**src/rtl/crosswalk_controller_if.sv**
```systemverilog
// Pedestrian-crossing controller bus: time base and request in, lamp and status outputs back.
interface crosswalk_controller_if;
   logic       tick;
   logic       ped_button;
   logic       car_green;
   logic       car_yellow;
   logic       car_red;
   logic       walk;
   logic       dont_walk;
   logic [7:0] countdown;
   logic       req_pending;

   modport master (
      output tick, ped_button,
      input  car_green, car_yellow, car_red, walk, dont_walk, countdown, req_pending
   );

   modport slave (
      input  tick, ped_button,
      output car_green, car_yellow, car_red, walk, dont_walk, countdown, req_pending
   );
endinterface

```
**src/rtl/crosswalk_controller.sv**
```systemverilog
// Six-phase crosswalk sequencer: car green/yellow, all-red, walk, flashing don't-walk, clearance.
module crosswalk_controller #(
   parameter int unsigned GREEN_MIN = 8,
   parameter int unsigned YELLOW_T  = 3,
   parameter int unsigned ALLRED_T  = 2,
   parameter int unsigned WALK_T    = 5,
   parameter int unsigned FLASH_T   = 6,
   parameter int unsigned CLEAR_T   = 2
) (
   input logic                 clk,
   input logic                 rst_n,
   crosswalk_controller_if.slave bus
);

   typedef enum logic [2:0] {
      CAR_GREEN, CAR_YELLOW, ALL_RED, WALK, FLASH_DW, CLEAR_RED
   } state_t;

   typedef struct packed {
      logic       car_green;
      logic       car_yellow;
      logic       car_red;
      logic       walk;
      logic       dont_walk;
      logic [7:0] countdown;
   } lamps_t;

   localparam logic [7:0] GREEN_LD  = 8'(GREEN_MIN - 1);
   localparam logic [7:0] YELLOW_LD = 8'(YELLOW_T - 1);
   localparam logic [7:0] ALLRED_LD = 8'(ALLRED_T - 1);
   localparam logic [7:0] WALK_LD   = 8'(WALK_T - 1);
   localparam logic [7:0] FLASH_LD  = 8'(FLASH_T - 1);
   localparam logic [7:0] CLEAR_LD  = 8'(CLEAR_T - 1);

   function automatic state_t next_of(input state_t s);
      case (s)
         CAR_GREEN:  return CAR_YELLOW;
         CAR_YELLOW: return ALL_RED;
         ALL_RED:    return WALK;
         WALK:       return FLASH_DW;
         FLASH_DW:   return CLEAR_RED;
         default:    return CAR_GREEN;
      endcase
   endfunction

   function automatic logic [7:0] load_of(input state_t s);
      case (s)
         CAR_GREEN:  return GREEN_LD;
         CAR_YELLOW: return YELLOW_LD;
         ALL_RED:    return ALLRED_LD;
         WALK:       return WALK_LD;
         FLASH_DW:   return FLASH_LD;
         default:    return CLEAR_LD;
      endcase
   endfunction

   function automatic lamps_t decode(input state_t s, input logic ph, input logic [7:0] t);
      lamps_t l;
      l            = '0;
      l.car_green  = (s == CAR_GREEN);
      l.car_yellow = (s == CAR_YELLOW);
      l.car_red    = (s != CAR_GREEN) && (s != CAR_YELLOW);
      l.walk       = (s == WALK);
      l.dont_walk  = (s == FLASH_DW) ? ph : (s != WALK);
      l.countdown  = (s == FLASH_DW) ? t : 8'd0;
      return l;
   endfunction

   state_t     r_state, w_state_nxt;
   logic [7:0] r_timer, w_timer_nxt;
   logic       r_phase, w_phase_nxt;
   logic       r_req,   w_req_nxt;
   lamps_t     r_lamps;

   always_comb begin
      // NOTE: every always_comb output gets a default first, so no path can infer a latch.
      w_state_nxt = r_state;
      w_timer_nxt = r_timer;
      w_phase_nxt = r_phase;
      w_req_nxt   = r_req;

      if (bus.tick) begin
         if (r_state == FLASH_DW) w_phase_nxt = ~r_phase;
         if (r_timer != 8'd0) begin
            w_timer_nxt = r_timer - 8'd1;
         end else if (r_state != CAR_GREEN || r_req) begin
            w_state_nxt = next_of(r_state);
            w_timer_nxt = load_of(w_state_nxt);
            if (w_state_nxt == FLASH_DW) w_phase_nxt = 1'b1;
         end
      end

      // Capture is not gated by tick so a short press between ticks is never lost.
      if (bus.ped_button && r_state != WALK && r_state != FLASH_DW) w_req_nxt = 1'b1;
      // Clear is applied last so it wins over a press on the ALL_RED->WALK edge.
      if (w_state_nxt == WALK && r_state != WALK) w_req_nxt = 1'b0;
   end

   // Lamps are registered from the next-state values, so they match the state one-for-one.
   always_ff @(posedge clk or negedge rst_n) begin
      if (!rst_n) begin
         r_state <= CAR_GREEN;
         r_timer <= GREEN_LD;
         r_phase <= 1'b1;
         r_req   <= 1'b0;
         r_lamps <= decode(CAR_GREEN, 1'b1, GREEN_LD);
      end else begin
         // NOTE: sequential state uses non-blocking assignments so every register samples pre-edge values.
         r_state <= w_state_nxt;
         r_timer <= w_timer_nxt;
         r_phase <= w_phase_nxt;
         r_req   <= w_req_nxt;
         r_lamps <= decode(w_state_nxt, w_phase_nxt, w_timer_nxt);
      end
   end

   assign bus.car_green   = r_lamps.car_green;
   assign bus.car_yellow  = r_lamps.car_yellow;
   assign bus.car_red     = r_lamps.car_red;
   assign bus.walk        = r_lamps.walk;
   assign bus.dont_walk   = r_lamps.dont_walk;
   assign bus.countdown   = r_lamps.countdown;
   assign bus.req_pending = r_req;

endmodule

```
**src/flat_wrapper.sv**
```systemverilog
// flat-port wrapper written by rule: the top's interface ports become plain ports
module crosswalk_controller_flat 
#(
   parameter int unsigned GREEN_MIN = 8,
   parameter int unsigned YELLOW_T  = 3,
   parameter int unsigned ALLRED_T  = 2,
   parameter int unsigned WALK_T    = 5,
   parameter int unsigned FLASH_T   = 6,
   parameter int unsigned CLEAR_T   = 2
)
  (clk, rst_n, bus_tick, bus_ped_button, bus_car_green, bus_car_yellow, bus_car_red, bus_walk, bus_dont_walk, bus_countdown, bus_req_pending);
  crosswalk_controller_if bus_i ();
  input logic clk;
  input logic rst_n;
  input wire logic [$bits(bus_i.tick)-1:0] bus_tick;
  input wire logic [$bits(bus_i.ped_button)-1:0] bus_ped_button;
  output wire logic [$bits(bus_i.car_green)-1:0] bus_car_green;
  output wire logic [$bits(bus_i.car_yellow)-1:0] bus_car_yellow;
  output wire logic [$bits(bus_i.car_red)-1:0] bus_car_red;
  output wire logic [$bits(bus_i.walk)-1:0] bus_walk;
  output wire logic [$bits(bus_i.dont_walk)-1:0] bus_dont_walk;
  output wire logic [$bits(bus_i.countdown)-1:0] bus_countdown;
  output wire logic [$bits(bus_i.req_pending)-1:0] bus_req_pending;
  assign bus_i.tick = bus_tick;
  assign bus_i.ped_button = bus_ped_button;
  assign bus_car_green = bus_i.car_green;
  assign bus_car_yellow = bus_i.car_yellow;
  assign bus_car_red = bus_i.car_red;
  assign bus_walk = bus_i.walk;
  assign bus_dont_walk = bus_i.dont_walk;
  assign bus_countdown = bus_i.countdown;
  assign bus_req_pending = bus_i.req_pending;
  crosswalk_controller #(.GREEN_MIN(GREEN_MIN), .YELLOW_T(YELLOW_T), .ALLRED_T(ALLRED_T), .WALK_T(WALK_T), .FLASH_T(FLASH_T), .CLEAR_T(CLEAR_T)) u_core (.clk(clk), .rst_n(rst_n), .bus(bus_i));
endmodule
```
**config.mk**
```make
export PLATFORM = sky130hd
export DESIGN_NAME = crosswalk_controller_flat
export DESIGN_NICKNAME = d
export VERILOG_FILES = /design/src/rtl/crosswalk_controller_if.sv /design/src/rtl/crosswalk_controller.sv /design/src/flat_wrapper.sv
export SDC_FILE = /design/constraint.sdc
export NUM_CORES = 1
export LEC_CHECK = 0
export ABC_AREA = 1
export CAP_MARGIN = 0
export CORE_MARGIN = 3
export CORE_UTILIZATION = 45
export CTS_BUF_LIST = sky130_fd_sc_hd__clkbuf_8
export CTS_CLUSTER_DIAMETER = 80
export DETAILED_ROUTE_END_ITERATION = 7
export PLACE_DENSITY_LB_ADDON = 0.15
export SLEW_MARGIN = 20
export SYNTH_ARGS = -nofsm -noshare
export SYNTH_HDL_FRONTEND = slang
export SYNTH_SLANG_ARGS = --single-unit
```
**constraint.sdc**
```tcl
create_clock -name clk -period 1.5 [get_ports clk]
set_input_delay 0.375 -clock clk [delete_from_list [all_inputs] [get_ports clk]]
set_output_delay 0.375 -clock clk [all_outputs]
set_load 0.005 [all_outputs]
```
# Word-level counts from Yosys, hierarchy flattened
# Index checks and enable logic that the tools add are counted.
[classes] n_addsub=1 n_eq_ne=14 n_mux=20 bitwise_logic=1 reduce_logical=12
[op_table] op="$mux 8" n=4
[op_table] op="$mux 3" n=6
[op_table] op="$pmux 3 s5" n=1
[op_table] op="$eq 3x2->1 const B" n=4
[op_table] op="$pmux 3 s4" n=1
[op_table] op="$eq 3x1->1 const B" n=3
[op_table] op="$eq 3x3->1 const B" n=3
[op_table] op="$logic_not 3->1" n=3
[op_table] op="$mux 1" n=8
[op_table] op="$reduce_bool 8->1" n=1
[op_table] op="$sub 8x1->8 const B" n=1
[op_table] op="$ne 3x2->1 const B" n=2
[op_table] op="$reduce_bool 3->1" n=2
[op_table] op="$logic_and 1x1->1" n=4
[op_table] op="$ne 3x1->1 const B" n=1
[op_table] op="$ne 3x3->1 const B" n=1
[op_table] op="$reduce_bool 2->1" n=1
[op_table] op="$logic_or 1x1->1" n=1
[op_table] op="$not 1->1" n=1
[word_totals] register_bits=26 input_bits=4 output_inout_bits=14

# Logic depth before layout (Yosys ltp)
[logic_depth] ltp_word=11 ltp_mapped=11 mapped_depth_nobuf=11

# Least setup slack after synthesis
# OpenSTA, ideal clock, no wires.
[synth_timing] kind="register -> register" from="register u_core.r_timer[0]" to="register u_core.r_lamps, in the netlist u_core.bus.countdown[1]" t_arrival_ns=1.489 required_time_ns=1.380 slack_ns=-0.109 stages_incl_launch_ff=11 synth_period_minus_slack_ns=1.609 path_cell_list="dfstp_2 -> inv_1 -> ha_1 -> nand2_2 -> nor2_8 -> inv_1 -> nor2_1 -> nor2_1 -> nor2_1 -> nor2_1 -> nor2_2"
[synth_via] elab_chain_cells=5
[synth_lines] item="from (decl)" line="crosswalk_controller.sv:70" source="logic [7:0] r_timer, w_timer_nxt;"
[synth_lines] item="from (signal assigned)" line="crosswalk_controller.sv:110" source="r_timer <= w_timer_nxt;"
[synth_lines] item="branches (longest 4 deep; another with $sub 8x1->8)"
[synth_lines] item="$mux 8 *" line="crosswalk_controller.sv:65" source="l.countdown = (s == FLASH_DW) ? t : 8'd0;"
[synth_lines] item="to (signal assigned)" line="crosswalk_controller.sv:106" source="r_lamps <= decode(CAR_GREEN, 1'b1, GREEN_LD);"
[synth_lines] item="to (signal assigned)" line="crosswalk_controller.sv:113" source="r_lamps <= decode(w_state_nxt, w_phase_nxt, w_timer_nxt);"
[synth_lines] item="to (decl)" line="crosswalk_controller.sv:73" source="lamps_t r_lamps;"
# Mark *: on every way between the ends.
# A chain may end at the register's enable or synchronous reset.

# Final worst setup path
[layout_timing] from="register u_core.r_timer[1]" to="register u_core.r_lamps, in the netlist u_core.bus.dont_walk"
[layout_via] elab_chain_cells=5
[layout_lines] item="$reduce_bool 8->1 *" line="crosswalk_controller.sv:84" source="if (r_timer != 8'd0) begin"
[layout_lines] item="$mux 3 *" line="crosswalk_controller.sv:84"
[layout_lines] item="$mux 3 *" line="crosswalk_controller.sv:82" source="if (bus.tick) begin"
[layout_lines] item="net u_core.w_state_nxt[1]" line="crosswalk_controller.sv:69" source="state_t r_state, w_state_nxt;"
[layout_lines] item="$ne 3x2->1 / $eq 3x3->1 (equally long branches)" line="crosswalk_controller.sv:64" source="l.dont_walk = (s == FLASH_DW) ? ph : (s != WALK);"
[layout_lines] item="$mux 1 *" line="crosswalk_controller.sv:64"
# The timed path passes the listed nets; every way through them passes the cells marked *.

==> run_results.csv <==
group,metric,value,unit
outcome,run_status,"complete, but fails checks",
outcome,failed_checks,"negative setup slack",
floorplanning,dieHeight,60.6,µm
critical_path,timing.critical_path.buf_inv,1,
critical_path,critPathLaunchType,"register",
drt,drcViolationCount,0,
layout,final_cell_mix,"dfrtp_1, inv_1, nand2_1, buf_4",
layout,drive_gt1_share,41.6,%
hold_path,min_path_type,"in -> async",
placement,port-buffer-count,17,
yosys,syn_nets,163,
timing,fmaxAchievable,638,MHz
clocking,cts_hold_buf,0,
global_route,grt_use_total,17.7,%
floorplanning,die_area,0.00368,mm²
critical_path,arrival,1.77,ns
pwr,p_leak,0.997,nW
timing,fin_worst_skew,0.00416,ns
layout,final_core_util,68.3,%
timing,tightest_slew,0.217,ns
timing,fin_ws,-0.0670,ns
yosys,ys_types,21,
global_route,grt_max_degree,27,
timing,drv_slew,0,
drt,wirelength,2960,µm
placement,dp_slack,-0.259,ns
layout,nFillCells,230,
clocking,clkLatencyLatePin,0.27,ns
floorplanning,fp-row-count,19,
layout,fin_area,0.00192,mm²
critical_path,cp_max_fo,5,
layout,layout.nets,203,
layout,area_growth,42.6,%
yosys,ys_ff_latch,26,
yosys,netlist.area_leader.share,37.2,%
layout,n_antenna_cell,0,
yosys,yosysWarnings,0,
drt,drt-vias-per-instance,4.95,
yosys,ys_seq_area_share,49.0,%
critical_path,crit_chain,"inv_2 > ha_4 > nand2_4 > nor2_4 > nand3_4 > nand2_4 > nand2_4 > nor2_4 > nand2_4 > nand2_2 > nand2_1",
clocking,cts_root_buf,"clkbuf_8",
clocking,cts_sinks,26,
critical_path,slowest_stage,"dfstp_2",
floorplanning,boundaryPins,18,
clocking,cts_tree,"built",
clocking,cts_buffers,3,
critical_path,path_delay_family,"simple AND/OR/NAND/NOR gates",
layout,multi_input_area,724,µm²
layout,seqCellArea,659,µm²
layout,layout_commonest_cell,"dfrtp_1",
drt,routedWlPerCell,13.0,µm
placement,dpl_cell_area,0.00168,mm²
global_route,first_global_vias,1094,
global_route,grt_pass1_wl,4820,µm
pwr,peakVddDrop,1.29,mV
clocking,clkTransAtPathRegs,0.08,ns
drt,drtIter0Drc,28,
timing,finalSetupViolations,11,
yosys,synth_area,0.00134,mm²
placement,routabilityCongestion,0.868,
global_route,antenna_found_initial,0,
floorplanning,coreArea,0.00281,mm²
yosys,synth_area_leader_cell,"dfrtp_1",
yosys,synth.top_cells.by_area,"dfrtp_1, dfstp_2, nand3_1",
critical_path,slowest_delay,0.38,ns
timing,relSlewSlack,85.4,%
global_route,grt_overflow,0,
timing,fin_tns_setup,-0.401,ns
floorplanning,start_util,47.9,%
placement,dp_hpwl,2140,µm
timing,hold_viol,0,
yosys,synthesis.instances,158,
timing,finalCritPeriodShare,104,%
floorplanning,die_x,60.6,µm
critical_path,critPathKind,"reg -> reg",
run,maxCapViolCount,0,
clocking,cts_max_level,1,
critical_path,required,1.71,ns
timing,fin_crit,1.57,ns
clocking,clockBufferDepth,2,
critical_path,critPathMostFrequentCell,"nand2_4",
drt,via_count,1128,
critical_path,cp-end-kind,"register",
timing,rsz0062_at_grt,"yes",
yosys,avgSynthCellArea,8.50,µm²
pwr,power_density,1630,mW/mm²
drt,first_pass_iters,4,
drt,antenna_left,0,
==> metal layers <==
metal	wire (µm)	share of wire (%)	vias up	GRT usage, %
li1	-	-	572	-
met1	1220	41	536	21.4
met2	1600	54	15	31.6
met3	114	3.9	5	4.68
met4	22	0.74	0	3.72
met5	0	0	-	0
==> final timing paths <==
check	start	to	slack [ns]	depth (start not counted)
worst max-delay path	u_core.r_timer[1]$_DFF_PN1_	u_core.bus.dont_walk$_DFF_PN1_	-0.07	11
worst min-delay path	rst_n	u_core.r_timer[7]$_DFF_PN0_	0.44	2
worst max register to register	u_core.r_timer[1]$_DFF_PN1_	u_core.bus.dont_walk$_DFF_PN1_	-0.07	11
worst min register to register	u_core.r_phase$_DFF_PN1_	u_core.r_phase$_DFF_PN1_	0.60	2
max in group asynchronous	rst_n	u_core.r_phase$_DFF_PN1_	0.82	2
min in group clk	u_core.r_phase$_DFF_PN1_	u_core.r_phase$_DFF_PN1_	0.60	2
==> cells by family (layout without fill, tap and decap cells) <==
family | after synthesis | count (layout) | share of synthesized area, %
buffers and inverters | 28 | 65 | 8.57
AO/OA/AOI/OAI | 12 | 12 | 4.75
adder cells (fa/ha/maj) | 1 | 1 | 0.931
flip-flops | 26 | 26 | 49.0
XOR/XNOR | 3 | 3 | 1.96
AND/OR/NAND/NOR | 88 | 90 | 34.8
==> worst reg2reg max path, stage by stage (launching register included) <==
cell and delay (ns):
dfstp_2 0.38, inv_2 0.07, ha_4 0.20, nand2_4 0.07, nor2_4 0.09, nand3_4 0.10, nand2_4 0.10, nand2_4 0.07
nor2_4 0.20, nand2_4 0.12, nand2_2 0.07, nand2_1 0.05
==> flip-flops by register name, indices dropped and copies added, names as in the netlist <==
name,count
u_core.bus.car_green,1
u_core.bus.car_red,1
u_core.bus.car_yellow,1
u_core.bus.countdown,8
u_core.bus.dont_walk,1
u_core.bus.req_pending,1
u_core.bus.walk,1
u_core.r_phase,1
u_core.r_state,3
u_core.r_timer,8
==> final cells by class <==
cell class	count	area share (%)
clock buffers	4	2.87
inverters	26	5.22
multi-input cells	106	37.8
flip-flops and latches	26	34.4
well taps	31	2.02
repair buffers	35	17.7
==> stage by stage <==
stage	hold slack, ns	power, mW	instances
detailed placement	0.589	2.49	219
floorplan	0.0794	1.93	158
CTS	0.452	3.00	226
finish	0.445	3.12	228
global placement	0.578	2.46	219
global route	0.455	3.35	228
==> power breakdown <==
part	switching (mW)	internal (mW)
logic	0.848	0.690
clock network	0.208	0.235
registers	0.155	0.982
total	1.21	1.91
==> synthesized netlist by cell type, drive strengths merged <==
cell / number
ha: 1
xor2: 3
dfstp: 6
dfrtp: 20
clkbuf: 2
nand2: 28
o21ai: 11
a21oi: 1
inv: 26
nor2: 36
nand4: 1
nand3: 23
==> timing repair <==
action	4_1_cts	5_1_grt
buffers inserted	2	1
gates resized for setup	13	34
gates cloned	1	1
pin swaps	10	14
endpoints found under the setup margin	20	29
hold endpoints to repair	0	0
Power figures use the tool's default switching activity.
